<file path="src/rtl/i2s_pkg.sv">
// Shared constants and types for the I2S audio transmitter.
package i2s_pkg;

    // One frame is 64 BCK periods: a 32-slot left word followed by a 32-slot right word.
    localparam int FRAME_SLOTS = 64;
    localparam int SLOT_BITS   = 32;

    // Default channel sample width; the transmitter itself takes its width as a parameter.
    localparam int DEFAULT_SAMPLE_W = 16;

    typedef struct packed {
        logic [DEFAULT_SAMPLE_W-1:0] left;
        logic [DEFAULT_SAMPLE_W-1:0] right;
    } sample_pair_t;

endpackage

</file>
<file path="src/rtl/i2s_audio_tx.sv">
// I2S transmitter: divides clk_sys into BCK, counts 64 slots per frame and
// serializes a double-buffered left/right sample pair MSB-first, one BCK
// after each LRCK change.
//
// Handshake: a pair is taken at a rising clk_sys edge when sample_valid is
// high and either the pending slot is empty (sample_ready = 1), or that edge
// is a frame start that moves the pending pair into the frame register and so
// frees the slot in the same cycle. sample_ready is simply !pend_full, so it
// has no combinational dependence on sample_valid; outside those two cases an
// offered pair is left untouched and must be held by the producer.
module i2s_audio_tx #(
    parameter int CLK_DIV  = 4,
    parameter int SAMPLE_W = 16
) (
    input  logic                clk_sys,
    input  logic                reset,
    input  logic [SAMPLE_W-1:0] sample_l,
    input  logic [SAMPLE_W-1:0] sample_r,
    input  logic                sample_valid,
    output logic                sample_ready,
    output logic                I2S_BCK,
    output logic                I2S_LRCK,
    output logic                I2S_DATA,
    output logic                underrun
);
    import i2s_pkg::*;

    localparam logic [7:0] DIV_LAST = 8'(CLK_DIV - 1);
    localparam logic [5:0] N_LAST   = 6'(FRAME_SLOTS - 1);

    if (CLK_DIV < 2 || CLK_DIV > 255) begin : g_bad_div
        $error("i2s_audio_tx: CLK_DIV must be in 2..255");
    end
    if (SAMPLE_W < 1 || SAMPLE_W > SLOT_BITS - 1) begin : g_bad_width
        $error("i2s_audio_tx: SAMPLE_W must leave slot 0 of each word free");
    end

    logic [7:0]          div_cnt;
    logic                bck;
    logic [5:0]          n;
    logic                lrck;
    logic                data;
    logic                und;
    logic                pend_full;
    logic [SAMPLE_W-1:0] pend_l;
    logic [SAMPLE_W-1:0] pend_r;
    logic [SAMPLE_W-1:0] frm_l;
    logic [SAMPLE_W-1:0] frm_r;

    logic                bck_tick;
    logic                bck_fall;
    logic                frame_start;
    logic                load;
    logic                take;
    logic [5:0]          n_next;
    logic [4:0]          k_next;
    logic [SAMPLE_W-1:0] word;
    logic                bit_next;

    // Edge/slot decode and the serial bit that goes out with the next slot.
    always_comb begin
        bck_tick    = (div_cnt == DIV_LAST);
        bck_fall    = bck_tick && bck;
        frame_start = bck_fall && (n == N_LAST);
        load        = frame_start && pend_full;
        take        = sample_valid && (!pend_full || frame_start);
        n_next      = n + 6'd1;
        k_next      = n_next[4:0];
        word        = n_next[5] ? frm_r : frm_l;
        bit_next    = 1'b0;
        // Slot k (1..SAMPLE_W) carries bit SAMPLE_W-k; slot 0 and the tail stay 0.
        for (int i = 0; i < SAMPLE_W; i++) begin
            if (int'(k_next) == SAMPLE_W - i) begin
                bit_next = word[i];
            end
        end
    end

    // Divider: wrap at CLK_DIV-1 and toggle BCK on every wrap.
    always_ff @(posedge clk_sys or posedge reset) begin
        if (reset) begin
            div_cnt <= 8'd0;
            bck     <= 1'b0;
        end else if (bck_tick) begin
            div_cnt <= 8'd0;
            bck     <= ~bck;
        end else begin
            div_cnt <= div_cnt + 8'd1;
        end
    end

    // Slot counter and serializer advance together on BCK falling edges only.
    always_ff @(posedge clk_sys or posedge reset) begin
        if (reset) begin
            n    <= 6'd0;
            lrck <= 1'b0;
            data <= 1'b0;
        end else if (bck_fall) begin
            n    <= n_next;
            lrck <= n_next[5];
            data <= bit_next;
        end
    end

    // Underrun: one-cycle flag when a frame begins with nothing pending.
    always_ff @(posedge clk_sys or posedge reset) begin
        if (reset) begin
            und <= 1'b0;
        end else begin
            und <= frame_start && !pend_full;
        end
    end

    // Double buffer: pending slot fed by the producer, frame register fed at frame start.
    always_ff @(posedge clk_sys or posedge reset) begin
        if (reset) begin
            pend_full <= 1'b0;
            pend_l    <= '0;
            pend_r    <= '0;
            frm_l     <= '0;
            frm_r     <= '0;
        end else begin
            if (load) begin
                frm_l <= pend_l;
                frm_r <= pend_r;
            end
            if (take) begin
                pend_l    <= sample_l;
                pend_r    <= sample_r;
                pend_full <= 1'b1;
            end else if (load) begin
                pend_full <= 1'b0;
            end
        end
    end

    assign sample_ready = ~pend_full;
    assign I2S_BCK      = bck;
    assign I2S_LRCK     = lrck;
    assign I2S_DATA     = data;
    assign underrun     = und;

endmodule
</file>
<file path="config.mk">
export PLATFORM = sky130hd
export DESIGN_NAME = i2s_audio_tx
export DESIGN_NICKNAME = d
export VERILOG_FILES = /design/src/rtl/i2s_pkg.sv /design/src/rtl/i2s_audio_tx.sv
export SDC_FILE = /design/constraint.sdc
export NUM_CORES = 1
export LEC_CHECK = 0
export ABC_AREA = 0
export BUFFER_PORTS_ARGS = -buffer_cell sky130_fd_sc_hd__buf_2
export CORE_ASPECT_RATIO = 2
export CORE_MARGIN = 5
export CORE_UTILIZATION = 55
export CTS_CLUSTER_DIAMETER = 60
export DETAILED_ROUTE_END_ITERATION = 6
export PLACE_DENSITY_LB_ADDON = 0.3
export SLEW_MARGIN = 20
export SYNTH_ARGS = -nofsm -noshare
export SYNTH_HDL_FRONTEND = slang
export SYNTH_SLANG_ARGS = --single-unit
</file>
<file path="constraint.sdc">
create_clock -name clk_sys -period 2.4 [get_ports clk_sys]
set_input_delay 0.12 -clock clk_sys [delete_from_list [all_inputs] [get_ports clk_sys]]
set_output_delay 0.12 -clock clk_sys [all_outputs]
set_load 0.005 [all_outputs]
</file>
After elaboration in Yosys (flattened, before gate mapping)
Index checks and enable logic that the tools add are counted.
{"block": "totals", "input_bits": 35, "output_inout_bits": 5, "word_cells": 61, "ff_bits": 83}
{"block": "classes", "eq_ne": 18, "reduce_logical": 8, "bitwise": 2, "muxes": 20, "n_addsub": 2}
{"cell": "$eq 5x5->1 const B", "count": 9}
{"cell": "$eq 5x4->1 const B", "count": 4}
{"cell": "$mux 1", "count": 18}
{"cell": "$mux 16", "count": 1}
{"cell": "$eq 5x3->1 const B", "count": 2}
{"cell": "$add 8x1->8 const B", "count": 1}
{"cell": "$eq 8x2->1 const B", "count": 1}
{"cell": "$mux 8", "count": 1}
{"cell": "$add 6x1->6 const B", "count": 1}
{"cell": "$eq 6x6->1 const B", "count": 1}
{"cell": "$eq 5x2->1 const B", "count": 1}
{"cell": "$logic_and 1x1->1", "count": 5}
{"cell": "$not 1->1", "count": 2}
{"cell": "$reduce_bool 2->1", "count": 1}
{"cell": "$logic_not 1->1", "count": 1}
{"cell": "$logic_or 1x1->1", "count": 1}

Longest topological paths before layout
Gate-level depths: netlist (run 1).
{"block": "logic_depth", "depth_word": 18, "depth_mapped": 10, "ltp_nobuf": 9}

Worst setup path after synthesis (run 1)
OpenSTA, ideal clock, no wires.
{"block": "synth_timing", "kind": "reg-to-reg", "startpoint": "register n[0]", "endpoint": "register data (netlist: I2S_DATA)", "required_time_ns": 2.267, "setup_time_ns": 0.133, "period_less_slack_ns": 2.142, "path_slack_ns": 0.258, "t_arrival_ns": 2.009, "n_path_buf": 2, "stages_incl_launch_ff": 10, "path_cell_list": "dfrtp_1 -> buf_2 -> nand3_2 -> o21ai_4 -> and2_4 -> buf_6 -> mux2_4 -> a31o_1 -> o31ai_1 -> a211oi_1"}
{"block": "synth_via", "elab_chain_cells": 18, "elab_cells_between_ends": 34, "cone_classes": "1 x add/sub; 16 x eq/ne; 17 x mux"}
{"element": "from (decl)", "line_no": "i2s_audio_tx.sv:40", "rtl": "logic [5:0] n;"}
{"element": "from (signal assigned)", "line_no": "i2s_audio_tx.sv:99", "rtl": "n <= n_next;"}
{"element": "$add 6x1->6 (*)", "line_no": "i2s_audio_tx.sv:67", "rtl": "n_next = n + 6'd1;"}
{"element": "$eq 5x5->1 / $mux 16 (equally long branches)", "line_no": "i2s_audio_tx.sv:73, i2s_audio_tx.sv:69"}
{"element": "$mux 1 (15 in series)", "line_no": "i2s_audio_tx.sv:73", "rtl": "if (int'(k_next) == SAMPLE_W - i) begin"}
{"element": "$mux 1 (*)", "line_no": "i2s_audio_tx.sv:73"}
{"element": "to (signal assigned)", "line_no": "i2s_audio_tx.sv:101", "rtl": "data <= bit_next;"}
{"element": "to (decl)", "line_no": "i2s_audio_tx.sv:42", "rtl": "logic data;"}
Every way passes the cells marked *; elsewhere a longest branch is shown, timed or not.
A chain may end at the register's enable or synchronous reset.

Final worst setup path (run 1)
Same ends and word-level chain as after synthesis.

==> flow_summary.toml, run 1 <==
[sta]
period_share_pct = 92.2
timing.fmax_mhz = 452
fin_worst_skew_ns = 0.00642
relSlewSlack_pct = 59.0
finalSetupViolCount = 0
finalHoldViolations = 0
worst_pin_slew_ns = 0.614
timing.setup.tns_ns = 0
rsz0062_at_grt = "no"
min_period_ns = 2.21
slew_viol_final = 0

[clocking]
cts_buffer_depth = 2
cts.sinks = 82
clock_latency_ns = 0.34
cts_buffers = 9
h-tree-depth = 3
cts-root-buf = "clkbuf_16"
cts_tree = "built"
clkTransAtPathRegs_ns = 0.06

[detailed_routing]
drc = 0
wl_per_cell_um = 17.1
finalWirelength_um = 8260
viasPerCell = 5.64
via_count = 2724
drt_iter0_markers = 117
dr.pass1.iters = 4
ant_nets = 0

[flow_run]
cap_violations = 0

[placed_design]
placed_cells = 443
gp_congestion = 0.905
port-buffer-count = 39
place_hpwl_um = 5880

[worst_setup_path]
required_ns = 2.64
cp_data_arrival_time_ns = 2.45
cp_max_fo = 11
cp-start-kind = "flip-flop"
end_kind = "flip-flop"
crit_type = "flip-flop to flip-flop"

[floorplan]
die_width_um = 69.9
dieArea_um2 = 9060
start_util_pct = 56.8
io_pins = 40
coreArea_um2 = 6940
std_cell_rows = 43
die_h_um = 130

[logic_synthesis]
yosys.area.top_type_share_pct = 52.1
synth_top_area_cell = "dfrtp_1"
synth_area_um2 = 3940
async_flop_share_pct = 100
ys.flop_type = "dfrtp_1"
synthCells = 316
ys_types = 58
synth_fp_nets = 357
synth_area_leaders = "dfrtp_1 52%, mux2_2 9.7%, mux2_1 9.4%"
synth_edf_count = 0
avgSynthCellArea_um2 = 12.5
yosys_warnings = 0
ys_ff_latch = 82
ys_seq_area_share_pct = 52.1

[layout]
area_growth_pct = 23.1
final_nets = 429
fin_util_pct = 69.9
diodes = 0
drive_above_1_share_pct = 29.5
final_cells = 483

[power]
p_leak_nw = 2.46
power.density_nw_per_um2 = 611
vdd_drop_max_v = 0.000598

[global_route]
grt_first_pass_wirelength_um = 13700
grt_max_degree = 36
grt_overflow_total = 0
grt_pass1_vias = 2863
grt.total_usage_pct = 19.7
antenna_found_initial = 0

[status]
status = "finished, final reports clean"

[worst_hold_path]
worstHoldPathType = "input pin to flip-flop"
registers in the layout, indices dropped and copies added, names as in the netlist:
name       cells
I2S_BCK        1
I2S_DATA       1
div_cnt        8
frm_l         16
frm_r         16
n              6
pend_full      1
pend_l        16
pend_r        16
underrun       1
repair_timing:
action                                 CTS  global route
hold buffers                            24             0
setup endpoints to repair                0            31
endpoints found under the hold margin   56             0
resized for setup                        0             3
setup buffers                            0             0
layer usage:
layer | global-route usage, % | part of all wire (%) | routed length (um)
met2 | 37.6 | 59 | 4870
met4 | 8.24 | 2.6 | 213
met3 | 3.86 | 2.3 | 186
met1 | 20.6 | 36 | 2990
met5 | 0 | 0 | 0
through the flow:
stage	cell area [um^2]	setup WS (ns)	total power [mW]	hold slack (ns)
finish	4850	0.188	2.96	0.00378
global route	4850	0.0152	3.07	0.00639
CTS	4850	0.0612	2.99	0.000236
detailed placement	4280	0.0731	1.47	0.209
global placement	4280	0.183	1.46	0.209
floorplan	3940	0.172	1.43	0.228
layout by cell type, fill, tap and decap left out, types with 5 or more instances in the layout:
cell type and count:
clkbuf_16 9, buf_2 39, dfrtp_1 80, inv_1 8, xnor2_1 7, nand3_1 6, dlygate4sd3_1 24, nand2_1 19
nor2_1 15, mux2_2 34, buf_4 11, a211oi_1 6, ha_1 5, mux2_1 33, mux2i_1 6, a21oi_1 6
cells in the mapped netlist, types with 6 or more instances:
| master | number |
|---|---|
| nor2_1 | 15 |
| nand3_1 | 6 |
| a211oi_1 | 6 |
| xnor2_1 | 7 |
| inv_1 | 9 |
| mux2_1 | 33 |
| buf_2 | 7 |
| mux2i_1 | 6 |
| a21oi_1 | 6 |
| mux2_2 | 34 |
| dfrtp_1 | 82 |
| ha_1 | 6 |
| nand2_1 | 19 |
logic make-up (layout without fill, tap and decap cells):
family                   Yosys count  in the layout  synth area share, %
flip-flops                        82             82                 52.1
AND/OR/NAND/NOR                   78             78                 11.7
multiplexers                      74             74                 21.1
AO/OA/AOI/OAI                     42             42                 7.97
buffers and inverters             23            100                 2.79
XOR/XNOR                          11             11                 2.45
adder cells (fa/ha/maj)            6              6                 1.91
power by group:
part | switching (mW) | leakage [nW] | total [mW] | internal (mW)
Combinational | 0.0388 | 1.18 | 0.0863 | 0.0475
Clock | 0.528 | 0.163 | 1.50 | 0.968
Sequential | 0 | 1.12 | 1.38 | 1.38
Total | 0.566 | 2.46 | 2.96 | 2.40
final timing paths:
check / from / endpoint / slack, ns / depth (start not counted)
min in group asynchronous: reset / underrun$_DFF_PP0_ / 0.38 / 3
max in group asynchronous: reset / frm_l[8]$_DFFE_PP0P_ / 1.27 / 4
worst min register to register: pend_r[15]$_DFFE_PP0P_ / pend_r[15]$_DFFE_PP0P_ / 0.49 / 1
worst min-delay path: sample_l[8] / pend_l[8]$_DFFE_PP0P_ / 0.004 / 2
worst max-delay path: n[0]$_DFFE_PP0P_ / I2S_DATA$_DFFE_PP0P_ / 0.19 / 8
worst max register to register: n[0]$_DFFE_PP0P_ / I2S_DATA$_DFFE_PP0P_ / 0.19 / 8
worst max-delay path: stages, from the launching register on:
cell	delay, ns
dfrtp_2	0.49
ha_2	0.29
and4_1	0.22
o21ai_1	0.24
nand2_1	0.09
o32ai_1	0.32
a221o_1	0.18
o31ai_1	0.07
a211oi_1	0.24
area by class of cell:
type                       count  area (um^2)
fill                         495         2090
sequential                    82         2050
tap                           90          113
timing repair buffer          75          538
inverter                       9         35.0
clock inverter                 4         73.8
multi-input combinational    211         1780
clock buffer                  12          256
Note: power is estimated with default switching activity, not from simulation.
==> run 2: changes to the inputs <==
ABC_AREA = 1   (was 0)
GPL_TIMING_DRIVEN = 0   (was default)
clock period = 2.3 ns   (was 2.4 ns; I/O delays follow)
==> run 2 against run 1 <==
Compared with the run above: the run now ends with setup timing left; hold slack better by 0.0037 ns; total power decreased by 7.1%; maximum frequency shrank 8.2%; sequential share of layout area increased by 3.4 points; critical path depth increased by 21; count of clock-buffer cells in the layout stayed put; first-iteration DRC count shrank 17%; sequential power up 4%; synthesized cell count increased by 34%; final area is 7.4% lower; area after synthesis down 5.3%; critical path type unchanged; highest routed layer unchanged.
==> flow_summary.toml, run 2 <==
[placed_design]
dpl_worst_slack_ns = -0.589
placed_area_um2 = 4070
place_hpwl_um = 5920
placed_cells = 553
port-buffer-count = 39
gp_congestion = 0.858

[worst_setup_path]
critical_path.max_stage_delay_ns = 0.42
end_kind = "flip-flop"
crit_type = "flip-flop to flip-flop"
required_ns = 2.53
path_common_cell = "nand2_1"
cp_max_fo = 6
cp-start-kind = "flip-flop"
crit_slowest_cell = "dfrtp_2"
cp_data_arrival_time_ns = 2.63

[sta]
whs_ns = 0.00750
timing.fmax_mhz = 415
slew_viol_final = 0
fin_ws_ns = -0.109
rsz0062_at_grt = "yes"
worst_pin_slew_ns = 0.493
period_share_pct = 105
min_period_ns = 2.41
relSlewSlack_pct = 67.1
fin_worst_skew_ns = 0.00463
finalHoldViolations = 0
finalSetupViolCount = 1

[floorplan]
dieArea_um2 = 8630
die_width_um = 68.2
io_pins = 40
std_cell_rows = 42
die_h_um = 126
start_util_pct = 56.3
coreArea_um2 = 6620

[logic_synthesis]
synth_compound_area_share_pct = 11.3
synth_fp_nets = 466
synth.mux.area_fraction_pct = 3.32
synth_edf_count = 0
ys_seq_area_share_pct = 55.0
synth_area_um2 = 3730
yosys_warnings = 0
synth_top_area_cell = "dfrtp_1"
synth_area_leaders = "dfrtp_1 55%, nand2_1 7.8%, inv_1 6.2%"
async_flop_share_pct = 100
ys_types = 30
ys_ff_latch = 82
synthSimpleGateAreaFrac_pct = 18.2
avgSynthCellArea_um2 = 8.78
synth_top_family_by_area = "simple AND/OR/NAND/NOR gates"
synthMostInstantiatedCell = "dfrtp_1"
synth_xor_area_share_pct = 1.41
yosys.area.top_type_share_pct = 55.0
synth.cells.most_frequent = "82 x dfrtp_1, 78 x nand2_1, 62 x inv_1, 52 x nor2_1, 32 x a21oi_1"
synthAdderAreaFrac_pct = 2.01
ys.flop_type = "dfrtp_1"
synthCells = 425

[global_route]
grt_max_degree = 48
grt_pass1_vias = 3104
grt.total_usage_pct = 21.5
grt_first_pass_wirelength_um = 13600
grt_overflow_total = 0
antenna_found_initial = 0

[clocking]
h-tree-depth = 3
cts-root-buf = "clkbuf_16"
cts.sinks = 82
cts_tree = "built"
cts_buffers = 9
clkTransAtPathRegs_ns = 0.06
cts_buffer_depth = 2
clock_latency_ns = 0.34

[worst_hold_path]
worstHoldPathType = "input pin to flip-flop"

[layout]
layout_commonest_cell = "dfrtp_1"
diodes = 0
fillers = 579
final_nets = 528
area_growth_pct = 20.4
fin_area_um2 = 4490
drive_above_1_share_pct = 23.2
final_cells = 579
final_cell_mix = "79 x dfrtp_1, 76 x nand2_1, 59 x inv_1"

[power]
power.density_nw_per_um2 = 613
total_power_mw = 2.75
vdd_drop_max_v = 0.000488
p_leak_nw = 2.37

[detailed_routing]
finalWirelength_um = 7960
ant_nets = 0
drt_iter0_markers = 97
dr.pass1.iters = 4
viasPerCell = 5.08
drc = 0
wl_per_cell_um = 13.7
via_count = 2941

[status]
violations = "setup timing"
status = "complete, but fails checks"

[flow_run]
cap_violations = 0
run 2: changes by cell type in the layout (fill, tap and decap cells not counted), moves of 26 or more:
cell,change
nor2_1,+33
a21oi_1,+26
o21ai_0,+27
nand2_1,+57
mux2_1,-33
inv_1,+51
run 2: cell type report:
class,instances,area [um^2],share of cell area [%]
Sequential cell,82,2060,45.8
Tap cell,88,110,2.45
Clock buffer,12,236,5.26
Multi-Input combinational cell,260,1420,31.7
Clock inverter,3,17.5,0.390
Inverter,68,258,5.74
Buffer,15,78.8,1.75
Timing Repair Buffer,51,312,6.94
run 2: cells by family after synthesis:
| kind of cell | Yosys count |
|---|---|
| adder cells (fa/ha/maj) | 6 |
| XOR/XNOR | 6 |
| flip-flops | 82 |
| AND/OR/NAND/NOR | 161 |
| AO/OA/AOI/OAI | 76 |
| multiplexers | 11 |
| buffers and inverters | 83 |
run 2: layer usage:
| metal | up-vias | global-route usage, % | part of all wire (%) |
|---|---|---|---|
| li1 | 1469 | - | - |
| met3 | 25 | 4.34 | 2.7 |
| met5 | - | 0 | 0 |
| met1 | 1401 | 22.6 | 37 |
| met4 | 0 | 14.0 | 4.6 |
| met2 | 46 | 36.8 | 56 |
run 2: worst max-delay path: cells and delay by family, from the launching register on:
family                 cells  cell delay, ns
AO/OA/AOI/OAI              2            0.19
buffers and inverters      2            0.26
flip-flops                 1            0.42
AND/OR/NAND/NOR           25            1.41
run 2: final timing paths:
check / startpoint / endpoint / slack, ns / cells past startpoint
worst max-delay path: n[0]$_DFFE_PP0P_ / I2S_DATA$_DFFE_PP0P_ / -0.11 / 29
worst min-delay path: sample_l[15] / pend_l[15]$_DFFE_PP0P_ / 0.008 / 2
worst max register to register: n[0]$_DFFE_PP0P_ / I2S_DATA$_DFFE_PP0P_ / -0.11 / 29
worst min register to register: frm_l[12]$_DFFE_PP0P_ / frm_l[12]$_DFFE_PP0P_ / 0.48 / 2
max in group asynchronous: reset / frm_l[15]$_DFFE_PP0P_ / 1.37 / 4
min in group asynchronous: reset / underrun$_DFF_PP0_ / 0.35 / 3
run 2: through the flow:
step / utilization [%] / setup TNS [ns]
4_1_cts: 67.8 / -0.0988
6_report: 67.8 / -0.109
3_5_place_dp: 61.4 / -13.27
2_1_floorplan: - / 0
3_3_place_gp: 61.0 / -70.20
5_1_grt: 67.8 / -0.346
run 2: repair_timing:
action	in CTS	in global routing
hold buffers	1	0
hold endpoints to repair	35	0
buffers inserted	10	0
gates resized for setup	25	3
setup endpoints to repair	37	24
run 2: report_power, final:
| part | leakage, nW | switching [mW] | internal [mW] | total, mW |
|---|---|---|---|---|
| Sequential | 1.01 | 0 | 1.44 | 1.44 |
| Clock | 0.122 | 0.526 | 0.721 | 1.25 |
| Combinational | 1.24 | 0.0356 | 0.0265 | 0.0621 |
